==> config.mk <==
export PLATFORM = sky130hd
export DESIGN_NAME = tinyqv_data_arbiter_flat
export DESIGN_NICKNAME = d
export VERILOG_FILES = /design/src/rtl/tinyqv_pkg.sv /design/src/rtl/tinyqv_data_arbiter_if.sv /design/src/rtl/tinyqv_data_arbiter.sv /design/src/flat_wrapper.sv
export SDC_FILE = /design/constraint.sdc
export NUM_CORES = 1
export LEC_CHECK = 0
export BUFFER_PORTS_ARGS = -buffer_cell sky130_fd_sc_hd__buf_4
export CAP_MARGIN = 5
export CORE_AREA = 3 3 112 114
export DETAILED_ROUTE_END_ITERATION = 10
export DIE_AREA = 0 0 115 117
export GPL_ROUTABILITY_DRIVEN = 0
export MAX_ROUTING_LAYER = met4
export PLACE_DENSITY = 0.53
export SLEW_MARGIN = 20
export SYNTH_ARGS = -nofsm -noshare
export SYNTH_HDL_FRONTEND = slang
export SYNTH_SLANG_ARGS = --single-unit
==> constraint.sdc <==
create_clock -name clk -period 2.4 [get_ports clk]
set_input_delay 0.36 -clock clk [delete_from_list [all_inputs] [get_ports clk]]
set_output_delay 0.36 -clock clk [all_outputs]
set_load 0.005 [all_outputs]
==> src/rtl/tinyqv_pkg.sv <==
// Shared definitions for the tinyQV data-port arbiter: request encodings,
// arbiter state and owner types, and the request-detect helper.
package tinyqv_pkg;

    localparam logic [1:0] REQ_IDLE  = 2'b11;
    localparam logic [1:0] SIZE_BYTE = 2'b00;
    localparam logic [1:0] SIZE_HALF = 2'b01;
    localparam logic [1:0] SIZE_WORD = 2'b10;

    typedef enum logic [1:0] {
        IDLE  = 2'd0,
        GNT_A = 2'd1,
        GNT_B = 2'd2
    } arb_state_e;

    typedef enum logic {
        OWN_A = 1'b0,
        OWN_B = 1'b1
    } owner_e;

    // A read and a write raised together is still a request; both are forwarded.
    function automatic logic is_req(input logic [1:0] read_n, input logic [1:0] write_n);
        return (read_n != REQ_IDLE) || (write_n != REQ_IDLE);
    endfunction

endpackage

==> src/rtl/tinyqv_data_arbiter_if.sv <==
// Bundle of both requester data ports and the shared memory-controller port.
// slave: the arbiter's view; master: the requesters plus memory controller.
interface tinyqv_data_arbiter_if #(
    parameter int unsigned ADDR_W = 28
) ();

    logic [ADDR_W-1:0] a_addr;
    logic [1:0]        a_write_n;
    logic [1:0]        a_read_n;
    logic [31:0]       a_data_out;
    logic              a_ready;
    logic [31:0]       a_data_in;

    logic [ADDR_W-1:0] b_addr;
    logic [1:0]        b_write_n;
    logic [1:0]        b_read_n;
    logic [31:0]       b_data_out;
    logic              b_ready;
    logic [31:0]       b_data_in;

    logic [ADDR_W-1:0] mem_addr;
    logic [1:0]        mem_write_n;
    logic [1:0]        mem_read_n;
    logic [31:0]       mem_data_to_write;
    logic              mem_data_ready;
    logic [31:0]       mem_data_from_read;

    modport slave (
        input  a_addr, a_write_n, a_read_n, a_data_out,
        output a_ready, a_data_in,
        input  b_addr, b_write_n, b_read_n, b_data_out,
        output b_ready, b_data_in,
        output mem_addr, mem_write_n, mem_read_n, mem_data_to_write,
        input  mem_data_ready, mem_data_from_read
    );

    modport master (
        output a_addr, a_write_n, a_read_n, a_data_out,
        input  a_ready, a_data_in,
        output b_addr, b_write_n, b_read_n, b_data_out,
        input  b_ready, b_data_in,
        input  mem_addr, mem_write_n, mem_read_n, mem_data_to_write,
        output mem_data_ready, mem_data_from_read
    );

endinterface

==> src/rtl/tinyqv_data_arbiter.sv <==
// Round-robin arbiter sharing the tinyQV memory-controller data port between
// requester A (CPU) and requester B; grants whole transactions.
module tinyqv_data_arbiter
    import tinyqv_pkg::*;
#(
    parameter int unsigned ADDR_W = 28
) (
    input  logic                 clk,
    input  logic                 rst,
    tinyqv_data_arbiter_if.slave bus
);

    typedef logic [ADDR_W-1:0] addr_t;

    arb_state_e  state_q, state_d;
    owner_e      last_q, last_d;
    logic        a_req, b_req;

    addr_t       sel_addr;
    logic [1:0]  sel_read_n;
    logic [1:0]  sel_write_n;
    logic [31:0] sel_wdata;

    always_comb begin
        a_req = is_req(bus.a_read_n, bus.a_write_n);
        b_req = is_req(bus.b_read_n, bus.b_write_n);
    end

    // Completion takes priority over a same-cycle drop; only a completion updates last.
    always_comb begin
        state_d = state_q;
        last_d  = last_q;
        unique case (state_q)
            IDLE: begin
                if (a_req && (!b_req || last_q == OWN_B)) begin
                    state_d = GNT_A;
                end else if (b_req) begin
                    state_d = GNT_B;
                end
            end
            GNT_A: begin
                if (bus.mem_data_ready) begin
                    state_d = IDLE;
                    last_d  = OWN_A;
                end else if (!a_req) begin
                    state_d = IDLE;
                end
            end
            GNT_B: begin
                if (bus.mem_data_ready) begin
                    state_d = IDLE;
                    last_d  = OWN_B;
                end else if (!b_req) begin
                    state_d = IDLE;
                end
            end
            default: state_d = IDLE;
        endcase
    end

    always_ff @(posedge clk or posedge rst) begin
        if (rst) begin
            state_q <= IDLE;
            last_q  <= OWN_B;
        end else begin
            state_q <= state_d;
            last_q  <= last_d;
        end
    end

    always_comb begin
        sel_addr    = '0;
        sel_read_n  = REQ_IDLE;
        sel_write_n = REQ_IDLE;
        sel_wdata   = '0;
        unique case (state_q)
            GNT_A: begin
                sel_addr    = bus.a_addr;
                sel_read_n  = bus.a_read_n;
                sel_write_n = bus.a_write_n;
                sel_wdata   = bus.a_data_out;
            end
            GNT_B: begin
                sel_addr    = bus.b_addr;
                sel_read_n  = bus.b_read_n;
                sel_write_n = bus.b_write_n;
                sel_wdata   = bus.b_data_out;
            end
            default: ;
        endcase
    end

    assign bus.mem_addr          = sel_addr;
    assign bus.mem_read_n        = sel_read_n;
    assign bus.mem_write_n       = sel_write_n;
    assign bus.mem_data_to_write = sel_wdata;

    // Ready is gated by the grant so a completion seen while idle is discarded.
    assign bus.a_ready   = bus.mem_data_ready && (state_q == GNT_A);
    assign bus.b_ready   = bus.mem_data_ready && (state_q == GNT_B);
    assign bus.a_data_in = bus.mem_data_from_read;
    assign bus.b_data_in = bus.mem_data_from_read;

endmodule

==> src/flat_wrapper.sv <==
// flat-port wrapper written by rule: the top's interface ports become plain ports
module tinyqv_data_arbiter_flat import tinyqv_pkg::*;
#(
    parameter int unsigned ADDR_W = 28
)
  (clk, rst, bus_a_addr, bus_a_write_n, bus_a_read_n, bus_a_data_out, bus_a_ready, bus_a_data_in, bus_b_addr, bus_b_write_n, bus_b_read_n, bus_b_data_out, bus_b_ready, bus_b_data_in, bus_mem_addr, bus_mem_write_n, bus_mem_read_n, bus_mem_data_to_write, bus_mem_data_ready, bus_mem_data_from_read);
  tinyqv_data_arbiter_if #(.ADDR_W(ADDR_W)) bus_i ();
  input  logic clk;
  input  logic rst;
  input wire logic [$bits(bus_i.a_addr)-1:0] bus_a_addr;
  input wire logic [$bits(bus_i.a_write_n)-1:0] bus_a_write_n;
  input wire logic [$bits(bus_i.a_read_n)-1:0] bus_a_read_n;
  input wire logic [$bits(bus_i.a_data_out)-1:0] bus_a_data_out;
  output wire logic [$bits(bus_i.a_ready)-1:0] bus_a_ready;
  output wire logic [$bits(bus_i.a_data_in)-1:0] bus_a_data_in;
  input wire logic [$bits(bus_i.b_addr)-1:0] bus_b_addr;
  input wire logic [$bits(bus_i.b_write_n)-1:0] bus_b_write_n;
  input wire logic [$bits(bus_i.b_read_n)-1:0] bus_b_read_n;
  input wire logic [$bits(bus_i.b_data_out)-1:0] bus_b_data_out;
  output wire logic [$bits(bus_i.b_ready)-1:0] bus_b_ready;
  output wire logic [$bits(bus_i.b_data_in)-1:0] bus_b_data_in;
  output wire logic [$bits(bus_i.mem_addr)-1:0] bus_mem_addr;
  output wire logic [$bits(bus_i.mem_write_n)-1:0] bus_mem_write_n;
  output wire logic [$bits(bus_i.mem_read_n)-1:0] bus_mem_read_n;
  output wire logic [$bits(bus_i.mem_data_to_write)-1:0] bus_mem_data_to_write;
  input wire logic [$bits(bus_i.mem_data_ready)-1:0] bus_mem_data_ready;
  input wire logic [$bits(bus_i.mem_data_from_read)-1:0] bus_mem_data_from_read;
  assign bus_i.a_addr = bus_a_addr;
  assign bus_i.a_write_n = bus_a_write_n;
  assign bus_i.a_read_n = bus_a_read_n;
  assign bus_i.a_data_out = bus_a_data_out;
  assign bus_a_ready = bus_i.a_ready;
  assign bus_a_data_in = bus_i.a_data_in;
  assign bus_i.b_addr = bus_b_addr;
  assign bus_i.b_write_n = bus_b_write_n;
  assign bus_i.b_read_n = bus_b_read_n;
  assign bus_i.b_data_out = bus_b_data_out;
  assign bus_b_ready = bus_i.b_ready;
  assign bus_b_data_in = bus_i.b_data_in;
  assign bus_mem_addr = bus_i.mem_addr;
  assign bus_mem_write_n = bus_i.mem_write_n;
  assign bus_mem_read_n = bus_i.mem_read_n;
  assign bus_mem_data_to_write = bus_i.mem_data_to_write;
  assign bus_i.mem_data_ready = bus_mem_data_ready;
  assign bus_i.mem_data_from_read = bus_mem_data_from_read;
  tinyqv_data_arbiter #(.ADDR_W(ADDR_W)) u_core (.clk(clk), .rst(rst), .bus(bus_i));
endmodule
==> results.md <==
Outcome
* **run status** complete, no violations

Worst setup path
* **count of buffering cells on the critical path with inverters included** 3
* **required time worst endpoint** 2040 ps
* **category of the critical setup timing path** flip-flop to output pin
* **Worst path slowest cell** sky130_fd_sc_hd__dfrtp_1
* **reg-to-reg slack, setup** 730 ps
* **maximum fanout encountered on the critical timing path** 35
* **CP max stage delay** 380 ps
* **most used cell along the critical path** sky130_fd_sc_hd__buf_4
* **category of the worst setup path launch point** flip-flop
* **Worst path depth** 6
* **start of the worst register-to-register path** u_core.state_q[0]$_DFFE_PP0P_
* **WP data arrival** 1640 ps
* **Worst path top cell family by delay** buffers and inverters
* **cell count of the worst reg-to-reg path** 7
* **kind of end point of the critical path** output pin
* **critical path, cell by cell** inv_1 > ha_2 > buf_4 > a22oi_1 > nor2b_1 > buf_4
* **worst flop-to-flop path endpoint** u_core.state_q[1]$_DFFE_PP0P_

Logic synthesis
* **flip-flop and latch count after synthesis** 3
* **Syn Nets** 405
* **largest area contributor in the netlist** sky130_fd_sc_hd__buf_4
* **synthesized cell area** 1710 um^2
* **gate count after technology mapping** 239
* **biggest area contributors in the synthesized netlist** sky130_fd_sc_hd__buf_4 29%, sky130_fd_sc_hd__a22oi_1 28%, sky130_fd_sc_hd__nor2b_1 22%, sky130_fd_sc_hd__buf_2 4.1%, sky130_fd_sc_hd__dfrtp_1 2.9%
* **average footprint of a synthesized cell** 7.14 um^2
* **Synth top area share** 28.6%
* **Netlist cell types** 22
* **number of warnings reported in the yosys synthesis log** 0
* **sequential fraction of the synthesis area** 4.48%

Timing
* **slew margin rel.** 74.9%
* **final number of max-transition violations** 0
* **number of hold violations in the final report** 0
* **final critical path time including I/O delays and setup** 2000 ps
* **post-route fraction of the period consumed by the critical path** 83.4%
* **transition time at the pin with the least slew margin** 376 ps
* **achievable frequency** 0.500 GHz
* **setup TNS** 0 ps
* **unrepaired setup endpoints after global routing** no
* **final setup skew** 3.06 ps
* **Setup-failing EPs final** 0

Final layout
* **fill cell total of the finished layout** 1292
* **Antenna diodes** 0
* **post-layout instance area** 2920 um^2
* **nets** 527
* **growth of design area from synthesis to finish** 71.0%
* **footprint of the multi-input gates** 1040 um^2
* **fraction of final layout cells with drive strength greater than 1** 58.6%
* **Reg area** 76.3 um^2

Die
* **initial core utilization** 14.8%
* **number of placement rows** 39
* **die span in y** 117 um
* **overall die width** 115 um
* **number of I/O pins** 293
* **area of the placeable core** 11500 um^2
* **DIE AREA** 13500 um^2

Power
* **Internal Power** 1.46 mW
* **PD cells** 852 nW/um^2
* **worst ir drop on vdd** 0.374 mV
* **Logic pwr share** 85.5%
* **post-layout total power** 2.48 mW
* **Clk network pwr share** 10.8%
* **switching portion of total power** 41.4%
* **share of power burned in registers** 3.8%
* **standby leakage power** 1.35 nW
* **switching power** 1.03 mW

Clocking
* **clock-pin slew reported for the worst setup and hold paths after clock tree synthesis** 30 ps
* **post-CTS setup buffer count** 0
* **Resized Gates After CTS** 0
* **clock latency on the worst-skew pair** 230 ps
* **TritonCTS clock tree** yes
* **master cell of the clock root buffer** sky130_fd_sc_hd__clkbuf_16
* **H-tree depth** 1
* **number of buffers inserted for hold repair after clock tree synthesis** 0
* **maximum clock path buffer count** 2
* **number of CTS-inserted buffers** 3
* **Sinks on Clock Net** 3

Placed design
* **port buffer count** 196
* **total placed instance area** 2840 um^2
* **DP HPWL** 6.17 mm

Run
* **max capacitance violation total** 0

GRT
* **wire length of the first global-routing pass** 10.4 mm
* **GR Overflow Total** 0
* **pin count of the biggest net entering global routing** 47
* **all-layer global routing usage** 9.67%
* **vias in the first global route** 2090
* **number of antenna violations at the first check in global routing** 0

Detailed routing
* **Total Routed Length** 7.55 mm
* **# DRC** 0
* **first drt pass iteration count** 4
* **number of vias per cell after detailed routing** 4.21
* **post-detailed-route count of antenna-violating nets** 0
* **average wire per standard cell** 15.0 um
* **via count** 2118
* **drt initial violations** 60

Hold path
* **path type of the worst min-delay path** input port to async pin

[power groups by stage]
stage / sequential [mW] / combinational, mW / clock, mW
2_1_floorplan: 0.0897 / 1.28 / 0
3_3_place_gp: 0.0932 / 2.13 / 0
3_5_place_dp: 0.0943 / 2.16 / 0
4_1_cts: 0.0938 / 2.16 / 0.273
5_1_grt: 0.0965 / 2.33 / 0.279
6_report: 0.0935 / 2.12 / 0.268
[synth_stat cells]
cell and count:
sky130_fd_sc_hd__nand2_1 5, sky130_fd_sc_hd__nand2b_1 1, sky130_fd_sc_hd__dfstp_2 1, sky130_fd_sc_hd__buf_2 14, sky130_fd_sc_hd__and4_4 1, sky130_fd_sc_hd__nor2b_1 60
sky130_fd_sc_hd__o211ai_1 1, sky130_fd_sc_hd__nand4_1 1, sky130_fd_sc_hd__and4_1 1, sky130_fd_sc_hd__a31oi_1 1, sky130_fd_sc_hd__and2_1 2, sky130_fd_sc_hd__dfrtp_1 2
sky130_fd_sc_hd__ha_1 3, sky130_fd_sc_hd__a21oi_1 3, sky130_fd_sc_hd__buf_4 65, sky130_fd_sc_hd__inv_1 3, sky130_fd_sc_hd__inv_2 1, sky130_fd_sc_hd__o22ai_1 2
sky130_fd_sc_hd__clkbuf_1 6, sky130_fd_sc_hd__a22oi_1 64, sky130_fd_sc_hd__nand3b_1 1, sky130_fd_sc_hd__o32ai_4 1
[cells by family (layout without fill, tap and decap cells)]
logic type      Yosys count  count (layout)  synth area share [%]
fa+ha+maj                 3               3                  2.20
buf+inv                  89             210                  34.9
flops                     3               3                  4.48
simple gates             72              72                  26.2
compound gates           72              72                  32.2
[worst max path at each step]
stage / start / to / slack (ps)
after floorplan: u_core.state_q[0]$_DFFE_PP0P_ / bus_mem_addr[0] / 790
after global placement: u_core.state_q[1]$_DFFE_PP0P_ / bus_mem_addr[4] / 660
after detailed placement: u_core.state_q[1]$_DFFE_PP0P_ / bus_mem_addr[9] / 610
after CTS: u_core.state_q[1]$_DFFE_PP0P_ / bus_mem_addr[9] / 370
after global routing: u_core.state_q[1]$_DFFE_PP0P_ / bus_mem_addr[2] / 290
final: u_core.state_q[1]$_DFFE_PP0P_ / bus_mem_addr[9] / 400
[final cells by class]
type	count	share of cell area, %
timing repair buffer	202	52.4
multi-input combinational	147	35.6
tap	143	6.13
clock buffer	4	2.70
sequential	3	2.62
inverter	4	0.515
[metrics by stage]
step	setup slack, ps	hold WS (ps)	utilization [%]	instances
after floorplan	789	113	-	239
after detailed placement	609	248	24.6	499
after global placement	661	242	24.6	499
after global routing	287	15.3	25.3	503
final	399	9.81	25.3	503
after CTS	371	8.85	25.3	503
[layout by cell type, fill, tap and decap left out]
cell	count
sky130_fd_sc_hd__nand4_1	1
sky130_fd_sc_hd__inv_2	1
sky130_fd_sc_hd__o32ai_4	1
sky130_fd_sc_hd__buf_12	1
sky130_fd_sc_hd__buf_4	201
sky130_fd_sc_hd__a31oi_1	1
sky130_fd_sc_hd__a22oi_1	64
sky130_fd_sc_hd__clkbuf_16	3
sky130_fd_sc_hd__o211ai_1	1
sky130_fd_sc_hd__nand2b_1	1
sky130_fd_sc_hd__ha_2	2
sky130_fd_sc_hd__dfstp_2	1
sky130_fd_sc_hd__clkbuf_1	1
sky130_fd_sc_hd__dfrtp_1	2
sky130_fd_sc_hd__and4_4	1
sky130_fd_sc_hd__a21oi_1	3
sky130_fd_sc_hd__ha_1	1
sky130_fd_sc_hd__and2_1	2
sky130_fd_sc_hd__and4_1	1
sky130_fd_sc_hd__inv_1	3
sky130_fd_sc_hd__nand3b_1	1
sky130_fd_sc_hd__o22ai_1	2
sky130_fd_sc_hd__nand2_1	5
sky130_fd_sc_hd__nor2b_1	60
[metal layers]
| metal | vias up | routed length, um | track usage [%] |
|---|---|---|---|
| met4 | 0 | 240 | 3.91 |
| met5 | - | 0 | - |
| li1 | 1023 | - | - |
| met2 | 114 | 3960 | 16.8 |
| met1 | 950 | 2630 | 10.3 |
| met3 | 31 | 715 | 2.93 |
[sequential cells by signal, summed over array words and instances (netlist names)]
name            cells
u_core.last_q       1
u_core.state_q      2
(Power assumes the default switching activity.)
